[src/rtl/cavlc_pkg.sv]
// cavlc_pkg: definitions shared by the CAVLC encoder and the decoder-side
// coefficient rebuild block.
//   CAVLC_COEF_W / CAVLC_RUN_W : default coefficient and run widths
//   MAX_COEF                   : coefficients in a 4x4 block
//   cavlc_state_e              : rebuild FSM states
//   ZZ4x4 / zz_raster()        : zigzag scan position -> raster index
package cavlc_pkg;

  localparam int CAVLC_COEF_W = 32'd8;
  localparam int CAVLC_RUN_W  = 32'd4;
  localparam int MAX_COEF     = 32'd16;

  typedef enum logic [1:0] {
    IDLE  = 2'd0,
    LEVEL = 2'd1,
    PLACE = 2'd2,
    OUT   = 2'd3
  } cavlc_state_e;

  // Element 0 is the first entry, so ZZ4x4[scan_pos] gives the raster index.
  localparam logic [0:15][3:0] ZZ4x4 = {
    4'd0,  4'd1,  4'd4,  4'd8,
    4'd5,  4'd2,  4'd3,  4'd6,
    4'd9,  4'd12, 4'd13, 4'd10,
    4'd7,  4'd11, 4'd14, 4'd15
  };

  function automatic logic [3:0] zz_raster(input logic [3:0] scan_pos);
    return ZZ4x4[scan_pos];
  endfunction

endpackage

[src/rtl/cavlc_level_buf.sv]
// cavlc_level_buf: 16-entry level register file for one 4x4 block.
//   clk, rst     : clock, asynchronous active-low reset
//   clr          : empty the buffer and rewind the write pointer
//   wr_en/wr_data: append one level at the write pointer
//   rd_idx       : random read index, rd_data is the stored level
module cavlc_level_buf
  import cavlc_pkg::*;
#(
  parameter int COEF_W = CAVLC_COEF_W
) (
  input  logic              clk,
  input  logic              rst,
  input  logic              clr,
  input  logic              wr_en,
  input  logic [COEF_W-1:0] wr_data,
  input  logic [3:0]        rd_idx,
  output logic [COEF_W-1:0] rd_data
);

  logic [MAX_COEF-1:0][COEF_W-1:0] mem_r;
  logic [3:0]                      wr_ptr_r;

  // Levels are appended in arrival order; cleared at the start of each block.
  always_ff @(posedge clk or negedge rst) begin
    if (!rst) begin
      mem_r    <= '0;
      wr_ptr_r <= 4'd0;
    end else if (clr) begin
      mem_r    <= '0;
      wr_ptr_r <= 4'd0;
    end else if (wr_en) begin
      mem_r[wr_ptr_r] <= wr_data;
      wr_ptr_r        <= wr_ptr_r + 4'd1;
    end
  end

  assign rd_data = mem_r[rd_idx];

endmodule

[src/rtl/cavlc_coeff_rebuild.sv]
// cavlc_coeff_rebuild: rebuilds the 16 raster-order coefficients of a 4x4
// block from parsed CAVLC syntax elements (header, levels, run_before).
//   clk, rst                       : clock, asynchronous active-low reset
//   hdr_valid_i/hdr_ready_o        : header handshake
//   total_coeff_i, trailing_ones_i, total_zeros_i : header fields
//   sym_valid_i/sym_ready_o, sym_i : level or run_before symbol stream
//   coef_o                         : packed block, element r*4+c at [(r*4+c)*COEF_W +: COEF_W]
//   out_valid_o/out_ready_i        : block handshake
//   err_o                          : sticky syntax error flag
// Build option: define CAVLC_CHECK_EN to enable syntax checking and
// saturating position/zero-left arithmetic; otherwise err_o is tied low.
module cavlc_coeff_rebuild
  import cavlc_pkg::*;
#(
  parameter int COEF_W = CAVLC_COEF_W,
  parameter int RUN_W  = CAVLC_RUN_W
) (
  input  logic                   clk,
  input  logic                   rst,
  input  logic                   hdr_valid_i,
  output logic                   hdr_ready_o,
  input  logic [4:0]             total_coeff_i,
  input  logic [1:0]             trailing_ones_i,
  input  logic [RUN_W-1:0]       total_zeros_i,
  input  logic                   sym_valid_i,
  output logic                   sym_ready_o,
  input  logic [COEF_W-1:0]      sym_i,
  output logic [16*COEF_W-1:0]   coef_o,
  output logic                   out_valid_o,
  input  logic                   out_ready_i,
  output logic                   err_o
);

  cavlc_state_e state_r, state_s;
  logic [4:0] tc_r, tc_s, pos_r, pos_s, zl_r, zl_s, i_r, i_s;
  logic       hdr_ready_r, sym_ready_r, out_valid_r, sym_ready_s;
  logic [MAX_COEF-1:0][COEF_W-1:0] coef_r;
  logic       hdr_fire_s, sym_fire_s, out_fire_s;
  logic       lvl_we_s, blk_clr_s, coef_we_s, last_s;
  logic [COEF_W-1:0] lvl_rd_s;
  logic [4:0] run_s, tz_s;
  logic [4:0] pos_hdr_s, pos_run_s, zl_run_s, pos_imp_s;

  // Readies are registered, so a transfer is decided purely by flop state.
  assign hdr_fire_s = hdr_valid_i && hdr_ready_r;
  assign sym_fire_s = sym_valid_i && sym_ready_r;
  assign out_fire_s = out_valid_r && out_ready_i;
  assign run_s      = 5'(sym_i[RUN_W-1:0]);
  assign tz_s       = 5'(total_zeros_i);
  assign last_s     = (i_r == tc_r - 5'd1);

  cavlc_level_buf #(.COEF_W(COEF_W)) u_level_buf (
    .clk     (clk),
    .rst     (rst),
    .clr     (blk_clr_s),
    .wr_en   (lvl_we_s),
    .wr_data (sym_i),
    .rd_idx  (i_r[3:0]),
    .rd_data (lvl_rd_s)
  );

`ifdef CAVLC_CHECK_EN
  logic [1:0] t1_r;
  logic       err_r, err_s, lvl_bad_s;
  logic [5:0] hdr_sum_s;

  assign hdr_sum_s = 6'(total_coeff_i) + 6'(tz_s);
  // A level among the first T1 must be exactly +1 or -1.
  assign lvl_bad_s = (i_r < {3'd0, t1_r}) &&
                     (sym_i != COEF_W'(1'b1)) && (sym_i != {COEF_W{1'b1}});

  // Saturating updates so a malformed block still runs to completion.
  always_comb begin
    pos_hdr_s = (hdr_sum_s > 6'd16) ? 5'd15 : 5'(hdr_sum_s - 6'd1);
    pos_run_s = ((run_s + 5'd1) > pos_r) ? 5'd0 : (pos_r - run_s - 5'd1);
    zl_run_s  = (run_s > zl_r) ? 5'd0 : (zl_r - run_s);
    pos_imp_s = (pos_r == 5'd0) ? 5'd0 : (pos_r - 5'd1);
  end

  // Error flag: reloaded from the header checks on accept, then only set.
  always_comb begin
    err_s = err_r;
    if (hdr_fire_s) begin
      err_s = (hdr_sum_s > 6'd16) || (total_coeff_i > 5'd16) ||
              ({3'd0, trailing_ones_i} > total_coeff_i);
    end else if ((state_r == LEVEL) && sym_fire_s && lvl_bad_s) begin
      err_s = 1'b1;
    end else if ((state_r == PLACE) && sym_fire_s &&
                 ((run_s > zl_r) || ((run_s + 5'd1) > pos_r))) begin
      err_s = 1'b1;
    end else if ((state_r == PLACE) && !last_s && (zl_r == 5'd0) && (pos_r == 5'd0)) begin
      err_s = 1'b1;
    end else begin
      err_s = err_r;
    end
  end

  // Trailing-ones count and sticky error register.
  always_ff @(posedge clk or negedge rst) begin
    if (!rst) begin
      t1_r  <= 2'd0;
      err_r <= 1'b0;
    end else begin
      if (hdr_fire_s) begin
        t1_r <= trailing_ones_i;
      end
      err_r <= err_s;
    end
  end

  assign err_o = err_r;
`else
  logic unused_t1_s;
  assign unused_t1_s = ^trailing_ones_i;

  // Plain wrapping updates; well-formed syntax never underflows.
  always_comb begin
    pos_hdr_s = total_coeff_i + tz_s - 5'd1;
    pos_run_s = pos_r - run_s - 5'd1;
    zl_run_s  = zl_r - run_s;
    pos_imp_s = pos_r - 5'd1;
  end

  assign err_o = 1'b0;
`endif

  // Next-state and datapath control.
  always_comb begin
    state_s   = state_r;
    tc_s      = tc_r;
    pos_s     = pos_r;
    zl_s      = zl_r;
    i_s       = i_r;
    lvl_we_s  = 1'b0;
    blk_clr_s = 1'b0;
    coef_we_s = 1'b0;
    case (state_r)
      IDLE: begin
        if (hdr_fire_s) begin
          tc_s      = total_coeff_i;
          pos_s     = pos_hdr_s;
          zl_s      = tz_s;
          i_s       = 5'd0;
          blk_clr_s = 1'b1;
          if (total_coeff_i == 5'd0) begin
            state_s = OUT;
          end else begin
            state_s = LEVEL;
          end
        end else begin
          state_s = IDLE;
        end
      end
      LEVEL: begin
        if (sym_fire_s) begin
          lvl_we_s = 1'b1;
          if (last_s) begin
            i_s     = 5'd0;
            state_s = PLACE;
          end else begin
            i_s = i_r + 5'd1;
          end
        end else begin
          state_s = LEVEL;
        end
      end
      PLACE: begin
        // The last coefficient absorbs whatever zeros remain, no run needed.
        if (last_s) begin
          coef_we_s = 1'b1;
          state_s   = OUT;
        end else if (zl_r == 5'd0) begin
          coef_we_s = 1'b1;
          pos_s     = pos_imp_s;
          i_s       = i_r + 5'd1;
        end else if (sym_fire_s) begin
          coef_we_s = 1'b1;
          pos_s     = pos_run_s;
          zl_s      = zl_run_s;
          i_s       = i_r + 5'd1;
        end else begin
          state_s = PLACE;
        end
      end
      OUT: begin
        if (out_fire_s) begin
          state_s = IDLE;
        end else begin
          state_s = OUT;
        end
      end
      default: begin
        state_s = IDLE;
      end
    endcase
  end

  // Symbol ready for the coming cycle: levels always, runs only while zeros remain.
  assign sym_ready_s = (state_s == LEVEL) ||
                       ((state_s == PLACE) && (i_s != tc_s - 5'd1) && (zl_s != 5'd0));

  // State, counters and registered handshake outputs.
  always_ff @(posedge clk or negedge rst) begin
    if (!rst) begin
      state_r     <= IDLE;
      tc_r        <= 5'd0;
      pos_r       <= 5'd0;
      zl_r        <= 5'd0;
      i_r         <= 5'd0;
      hdr_ready_r <= 1'b0;
      sym_ready_r <= 1'b0;
      out_valid_r <= 1'b0;
    end else begin
      state_r     <= state_s;
      tc_r        <= tc_s;
      pos_r       <= pos_s;
      zl_r        <= zl_s;
      i_r         <= i_s;
      hdr_ready_r <= (state_s == IDLE);
      sym_ready_r <= sym_ready_s;
      out_valid_r <= (state_s == OUT);
    end
  end

  // Coefficient block: cleared per header, filled through the inverse zigzag.
  always_ff @(posedge clk or negedge rst) begin
    if (!rst) begin
      coef_r <= '0;
    end else if (blk_clr_s) begin
      coef_r <= '0;
    end else if (coef_we_s) begin
      coef_r[zz_raster(pos_r[3:0])] <= lvl_rd_s;
    end
  end

  assign hdr_ready_o = hdr_ready_r;
  assign sym_ready_o = sym_ready_r;
  assign out_valid_o = out_valid_r;
  assign coef_o      = coef_r;

endmodule

[config.mk]
export PLATFORM = sky130hd
export DESIGN_NAME = cavlc_coeff_rebuild
export DESIGN_NICKNAME = d
export VERILOG_FILES = /design/src/rtl/cavlc_pkg.sv /design/src/rtl/cavlc_level_buf.sv /design/src/rtl/cavlc_coeff_rebuild.sv
export SDC_FILE = /design/constraint.sdc
export NUM_CORES = 1
export LEC_CHECK = 0
export BUFFER_PORTS_ARGS = -buffer_cell sky130_fd_sc_hd__buf_2
export CELL_PAD_IN_SITES_DETAIL_PLACEMENT = 1
export CELL_PAD_IN_SITES_GLOBAL_PLACEMENT = 1
export CORE_UTILIZATION = 40
export CTS_CLUSTER_SIZE = 10
export DETAILED_ROUTE_END_ITERATION = 12
export PLACE_DENSITY = 0.81
export SYNTH_ARGS = -nofsm -noshare
export SYNTH_HDL_FRONTEND = slang
export SYNTH_HIERARCHICAL = 1
export SYNTH_SLANG_ARGS = --single-unit
[constraint.sdc]
create_clock -name clk -period 8.1 [get_ports clk]
set_clock_uncertainty 0.2 [all_clocks]
set_input_delay 0.405 -clock clk [delete_from_list [all_inputs] [get_ports clk]]
set_output_delay 0.405 -clock clk [all_outputs]
set_load 0.01 [all_outputs]
Word level (Yosys, flattened, before mapping)

Memories as Yosys holds them, arrays and structs flattened.
Index checks and enable logic that the tools add are counted.

Bits in registers: 285
Latch bits: 0
RAM bits: 0
Memory bits (read-only): 64
Bits of input ports: 24
Output and inout port bits: 132
Logic and storage cells: 138
Memories kept: 1

$add $sub $neg: 10
$mul: 0
Div/mod/pow operators: 0
$lt $le $gt $ge: 6
Eq/ne operators: 11
Shifts and indexed selects: 0
Multiplexer cells: 51
Bitwise gates (word level): 1
Reduce and logical (&&, ||, !) cells: 17

Memory list:

| memory           | words | bits a word | read ports | clocked after Yosys merged registers in | write ports | RTL line        | RTL |
|---|---|---|---|---|---|---|---|
| (name not given) | 16    | 4           | 1          | 0                                       | 0           | cavlc_pkg.sv:29 | `return ZZ4x4[scan_pos];` |

Operators by type and width:

| operator              | count |
|---|---|
| $mux W128             | 4 |
| $bwmux W128           | 2 |
| $mux W5               | 16 |
| $demux W8 S4          | 2 |
| $bmux W8 S4           | 1 |
| $sub A5 B1 Y5 const B | 5 |
| $mux W8               | 3 |
| $pmux W5 S2           | 2 |
| $mux W2               | 8 |
| $mux W4               | 4 |
| $lt A4 B5 Y1 const B  | 3 |
| $pmux W5 S3           | 1 |
| $logic_not A5 Y1      | 2 |
| $sub A5 B4 Y5         | 2 |
| $eq A2 B2 Y1 const B  | 4 |
| $ge A4 B1 Y1 const B  | 2 |
| $pmux W2 S4           | 1 |
| $logic_and A1 B1 Y1   | 7 |
| $mux W1               | 7 |
| $reduce_bool A2 Y1    | 3 |
| $add A5 B1 Y5 const B | 1 |
| $add A5 B4 Y5         | 1 |
| $eq A5 B5 Y1          | 1 |
| $ge A5 B5 Y1 const B  | 1 |
| 10 further kinds      | 13 |

Logic depth before layout (Yosys ltp)

Word-level depth: 11
Mapped depth: 11
Depth with buffers taken out: 11

By module

Netlist, hierarchy kept.

By module, submodules not included:

| module              | instances | cells an instance | area an instance (um^2) | seq. area each (um^2) |
|---|---|---|---|---|
| cavlc_coeff_rebuild | 1         | 644               | 7,174.4                 | 3,803.6 |
| cavlc_level_buf     | 1         | 647               | 6,553.8                 | 3,303.2 |

Worst setup path before layout

OpenSTA, ideal clock, no wires.

Kind: register to register
From: register tc_r[0]
To: register sym_ready_r, in the netlist sym_ready_o
Setup time: 0.139 ns
Data arrival time: 2.478 ns
Data required time: 7.761 ns
Slack: 5.283 ns
Cell stages (with the launch flop): 12
Buffers on the path: 1
Clock period less this slack: 2.817 ns
Cells stage by stage: dfrtp_1 inv_1 ha_1 nor2b_1 o31a_1 a211o_4 buf_6 mux2i_1 a221oi_1 or3_1 o41ai_2 a311oi_2

Elaborated cells on any way between the ends: 22
Those cells by class: add/sub: 2; eq/ne: 4; mux: 12; reduce/logical: 4

RTL lines:

| item                   | RTL line                   | RTL |
|---|---|---|
| from (decl)            | cavlc_coeff_rebuild.sv:35  | `logic [4:0] tc_r, tc_s, pos_r, pos_s, zl_r, zl_s, i_r, i_s;` |
| from (signal assigned) | cavlc_coeff_rebuild.sv:215 | `tc_r <= tc_s;` |
| $sub A5 B1 Y5          | cavlc_coeff_rebuild.sv:50  | `assign last_s = (i_r == tc_r - 5'd1);` |
| $eq A5 B5 Y1           | cavlc_coeff_rebuild.sv:50  |  |
| $mux W5                | cavlc_coeff_rebuild.sv:169 | `if (last_s) begin` |
| $pmux W5 S2            | cavlc_coeff_rebuild.sv:137 | `case (state_r)` |
| via zl_s[1]            | cavlc_coeff_rebuild.sv:35  |  |
| $reduce_bool A5 Y1     | cavlc_coeff_rebuild.sv:200 | `((state_s == PLACE) && (i_s != tc_s - 5'd1) && (zl_s != 5'd0));` |
| $logic_and A1 B1 Y1    | cavlc_coeff_rebuild.sv:200 |  |
| $logic_or A1 B1 Y1     | cavlc_coeff_rebuild.sv:199 | `assign sym_ready_s = (state_s == LEVEL) \|\|` |
| via sym_ready_s        | cavlc_coeff_rebuild.sv:36  | `logic hdr_ready_r, sym_ready_r, out_valid_r, sym_ready_s;` |
| to (signal assigned)   | cavlc_coeff_rebuild.sv:220 | `sym_ready_r <= sym_ready_s;` |
| to (decl)              | cavlc_coeff_rebuild.sv:36  |  |

The timed path passes the listed nets, and every way through them passes these cells.
A chain may end at the register's enable or synchronous reset.

Worst setup path after layout

From: register tc_r[0]
To: register coef_r, in the netlist coef_o[84]

Cells in the longest elaborated chain, start to end: 5

RTL lines:

| item                                | RTL line                   | RTL |
|---|---|---|
| $sub A5 B1 Y5                       | cavlc_coeff_rebuild.sv:50  |  |
| $eq A5 B5 Y1                        | cavlc_coeff_rebuild.sv:50  |  |
| $mux W1                             | cavlc_coeff_rebuild.sv:169 |  |
| $mux W1                             | cavlc_coeff_rebuild.sv:137 |  |
| $reduce_bool A2 Y1 (no source line) | n/a                        |  |
| to (signal, indexed assignment)     | cavlc_coeff_rebuild.sv:232 | `coef_r[zz_raster(pos_r[3:0])] <= lvl_rd_s;` |
| to (decl)                           | cavlc_coeff_rebuild.sv:37  | `logic [MAX_COEF-1:0][COEF_W-1:0] coef_r;` |

No other way between the ends.

==> out/qor.csv <==
metric,value,unit
outcome,completed,
ff2ff_path_depth,10,
rsz0062_at_grt,no,
routed_wirelength,41800,µm
critPathTopFamily,compound AO/OA/AOI/OAI gates,
startpoint_type,flop,
ys_ff_latch,284,
reg2reg_to,coef_o[84],
relSlewSlack,19.14,%
syn_area,13730,µm²
io_buffers,152,
drt_first_iter_violations,706,
critical_path_buf_inv_count,1,
areaGrowthSynthToFinish,14.54,%
cts_buffers,35,
finalHoldViolCount,0,
syn-num-nets,1342,
ant_nets,0,
dieArea,35060,µm²
p_leak,7.499,nW
fin_tns_setup,0,ns
reg2reg_slack,4.52,ns
hold_path_class,in -> reg,
arrival,3.80,ns
die_h,187.3,µm
core-area,33620,µm²
layout_min_cycle_time,3.584,ns
worstReg2RegStart,tc_r[0],
clk_path_buf_depth,3,
antenna_cells,0,
fmaxAchievable,279.0,MHz
htreeDepth,2,
antenna_found_initial,0,
setup_viol,0,
fin_crit_sh,44.25,%
drive_above_1_share,18.47,%
slowest_delay,0.52,ns
viasPerCell,5.850,
power,5.836,mW
cp_max_fo,9,
num_vias,10860,
cap_violations,0,
seq_area_frac_synth,51.77,%
cts_tree,done,
fin_nets,1450,
grt_usage,24.13,%
grt-ovfl-total,0,
rows,67,
clock-sinks,284,
end_kind,flop,
gp_congestion,0.8282,
power_density,371.2,nW/µm²
dp_hpwl,26660,µm
ios,156,
hold_path_end,tc_r[3],
synthCells,1291,
grt_pass1_vias,11520,
synth_ff_type,dfrtp_1,
synth.distinct_cells,73,
final_common_cell,dfrtp_1,
layout_common_cells,"283 x dfrtp_1, 246 x nand2_1, 151 x buf_2",
dieWidth,187.3,µm
drc_errors,0,
cts-resized-gates,0,
crit_type,reg -> reg,
cp_cell_sequence,inv_1 > ha_1 > nor2b_1 > o31a_1 > a211oi_4 > o21ai_1 > nand2_1 > nand3_1 > nor2_2 > a22o_1,
hold_start,total_coeff_i[3],
clock_latency,0.52,ns
ir_worst_vdd,0.1556,mV
routedWlPerCell,22.52,µm
worstMarginPinSlew,1.213,ns
synth_edf_count,0,
grt_pass1_wl,66780,µm
path_clk_slew,0.06,ns
grt_max_degree,195,
start_util,40.84,%
syn_area_per_cell,10.63,µm²
hold_depth,3,
synthArstFlopShare,100.0,%
cts_root_buf,clkbuf_16,
firstDrtPassIters,4,
slowest_stage,a211oi_4,
hold_slack,0.08696,ns
worst_ep_required_time,8.32,ns
yosysWarnings,6,
final_max_slew_viol_count,0,
## kinds of logic after synthesis
kind of cell               count (synthesis)  share of synthesized area [%]
AOI/OAI and AO/OA                        337                          17.17
xor gates and xnor gates                  20                          1.331
adders and majority gates                 27                          2.625
buffers and inverters                    125                          4.065
DFF                                      284                          51.77
muxes                                     75                          8.895
other                                      1                        0.02732
and+or+nand+nor                          422                          14.12
## state kept, by name (all words and copies together), names as in the netlist
register,flops
coef_o,128
hdr_ready_o,1
i_r,5
out_valid_o,1
pos_r,4
state_r,2
sym_ready_o,1
tc_r,5
u_level_buf/mem_r,128
u_level_buf/wr_ptr_r,4
zl_r,5
## power by group
part | internal [mW] | switching, mW | leakage (nW) | total (mW)
sequential | 1.84 | 0.353 | 3.84 | 2.19
clock | 0.814 | 0.577 | 0.485 | 1.39
combinational | 0.865 | 1.39 | 3.18 | 2.25
## Yosys cell counts, types with 4 or more instances
cell type | count | area, µm²
nor3_1 | 12 | 60.06
dfrtp_1 | 284 | 7107
and4b_1 | 8 | 80.08
buf_6 | 5 | 56.30
inv_1 | 34 | 127.6
buf_4 | 5 | 37.54
ha_1 | 24 | 300.3
xor2_1 | 6 | 52.55
and2_1 | 13 | 81.33
a21oi_1 | 129 | 645.6
nor2_2 | 15 | 93.84
nand3_1 | 6 | 30.03
nand4_1 | 7 | 43.79
nand2_1 | 246 | 923.4
buf_2 | 11 | 55.05
mux4_2 | 18 | 405.4
o22ai_1 | 4 | 25.02
xnor2_1 | 13 | 113.9
mux2i_1 | 40 | 400.4
o21a_1 | 5 | 37.54
o21ai_0 | 26 | 130.1
and4_1 | 4 | 35.03
nand4b_1 | 8 | 70.07
a22oi_1 | 17 | 127.6
and3_1 | 4 | 25.02
nor2_1 | 72 | 270.3
nor2b_1 | 6 | 37.54
clkbuf_1 | 67 | 251.5
mux4_1 | 14 | 367.9
a22o_1 | 121 | 1060
## metal layers
metal | track usage, % | share of wire (%) | up-vias | wire [µm]
met5 | 0 | 0 | - | 0
met4 | 7.409 | 2.5 | 0 | 1038
met3 | 3.921 | 4.8 | 72 | 1995
met2 | 40.09 | 49 | 306 | 20450
met1 | 32.35 | 44 | 5666 | 18310
li1 | - | - | 4813 | -
## worst register-to-register path: stages, from the launching register on
cell and delay [ns]:
dfrtp_1 0.43, inv_1 0.07, ha_1 0.24, nor2b_1 0.14, o31a_1 0.35, a211oi_4 0.52, o21ai_1 0.31, nand2_1 0.29
nand3_1 0.26, nor2_2 0.45, a22o_1 0.23
## per-stage QoR
step	instance area [µm²]	setup slack (ns)	cells	util (%)
6_report	15720	4.516	1856	46.77
5_1_grt	15720	4.343	1856	46.77
4_1_cts	15720	4.542	1856	46.77
3_5_place_dp	14720	4.611	1808	43.80
3_3_place_gp	14720	4.749	1808	43.80
2_1_floorplan	13730	5.283	1291	-
## cell type report
class	count	area (µm²)
fillers	3723	17890
well taps	448	560.5
multi-input cells	882	6082
inverters	34	130.1
clock inverters	5	40.04
repair buffers	162	863.3
clock buffers	41	939.7
flip-flops and latches	284	7108
## how the worst max path moves through the flow
stage,startpoint,end,depth (start not counted)
6_report,tc_r[0],coef_o[84],10
5_1_grt,tc_r[0],coef_o[84],10
4_1_cts,tc_r[0],coef_o[84],10
3_5_place_dp,tc_r[0],coef_o[82],10
3_3_place_gp,tc_r[0],coef_o[82],10
2_1_floorplan,tc_r[0],sym_ready_o,11
## timing repair
action / CTS / global route
hold endpoints to repair: 91 / 0
hold buffers: 2 / 0
setup buffers: 0 / 0
No activity file was read; power rests on OpenSTA's default activity.
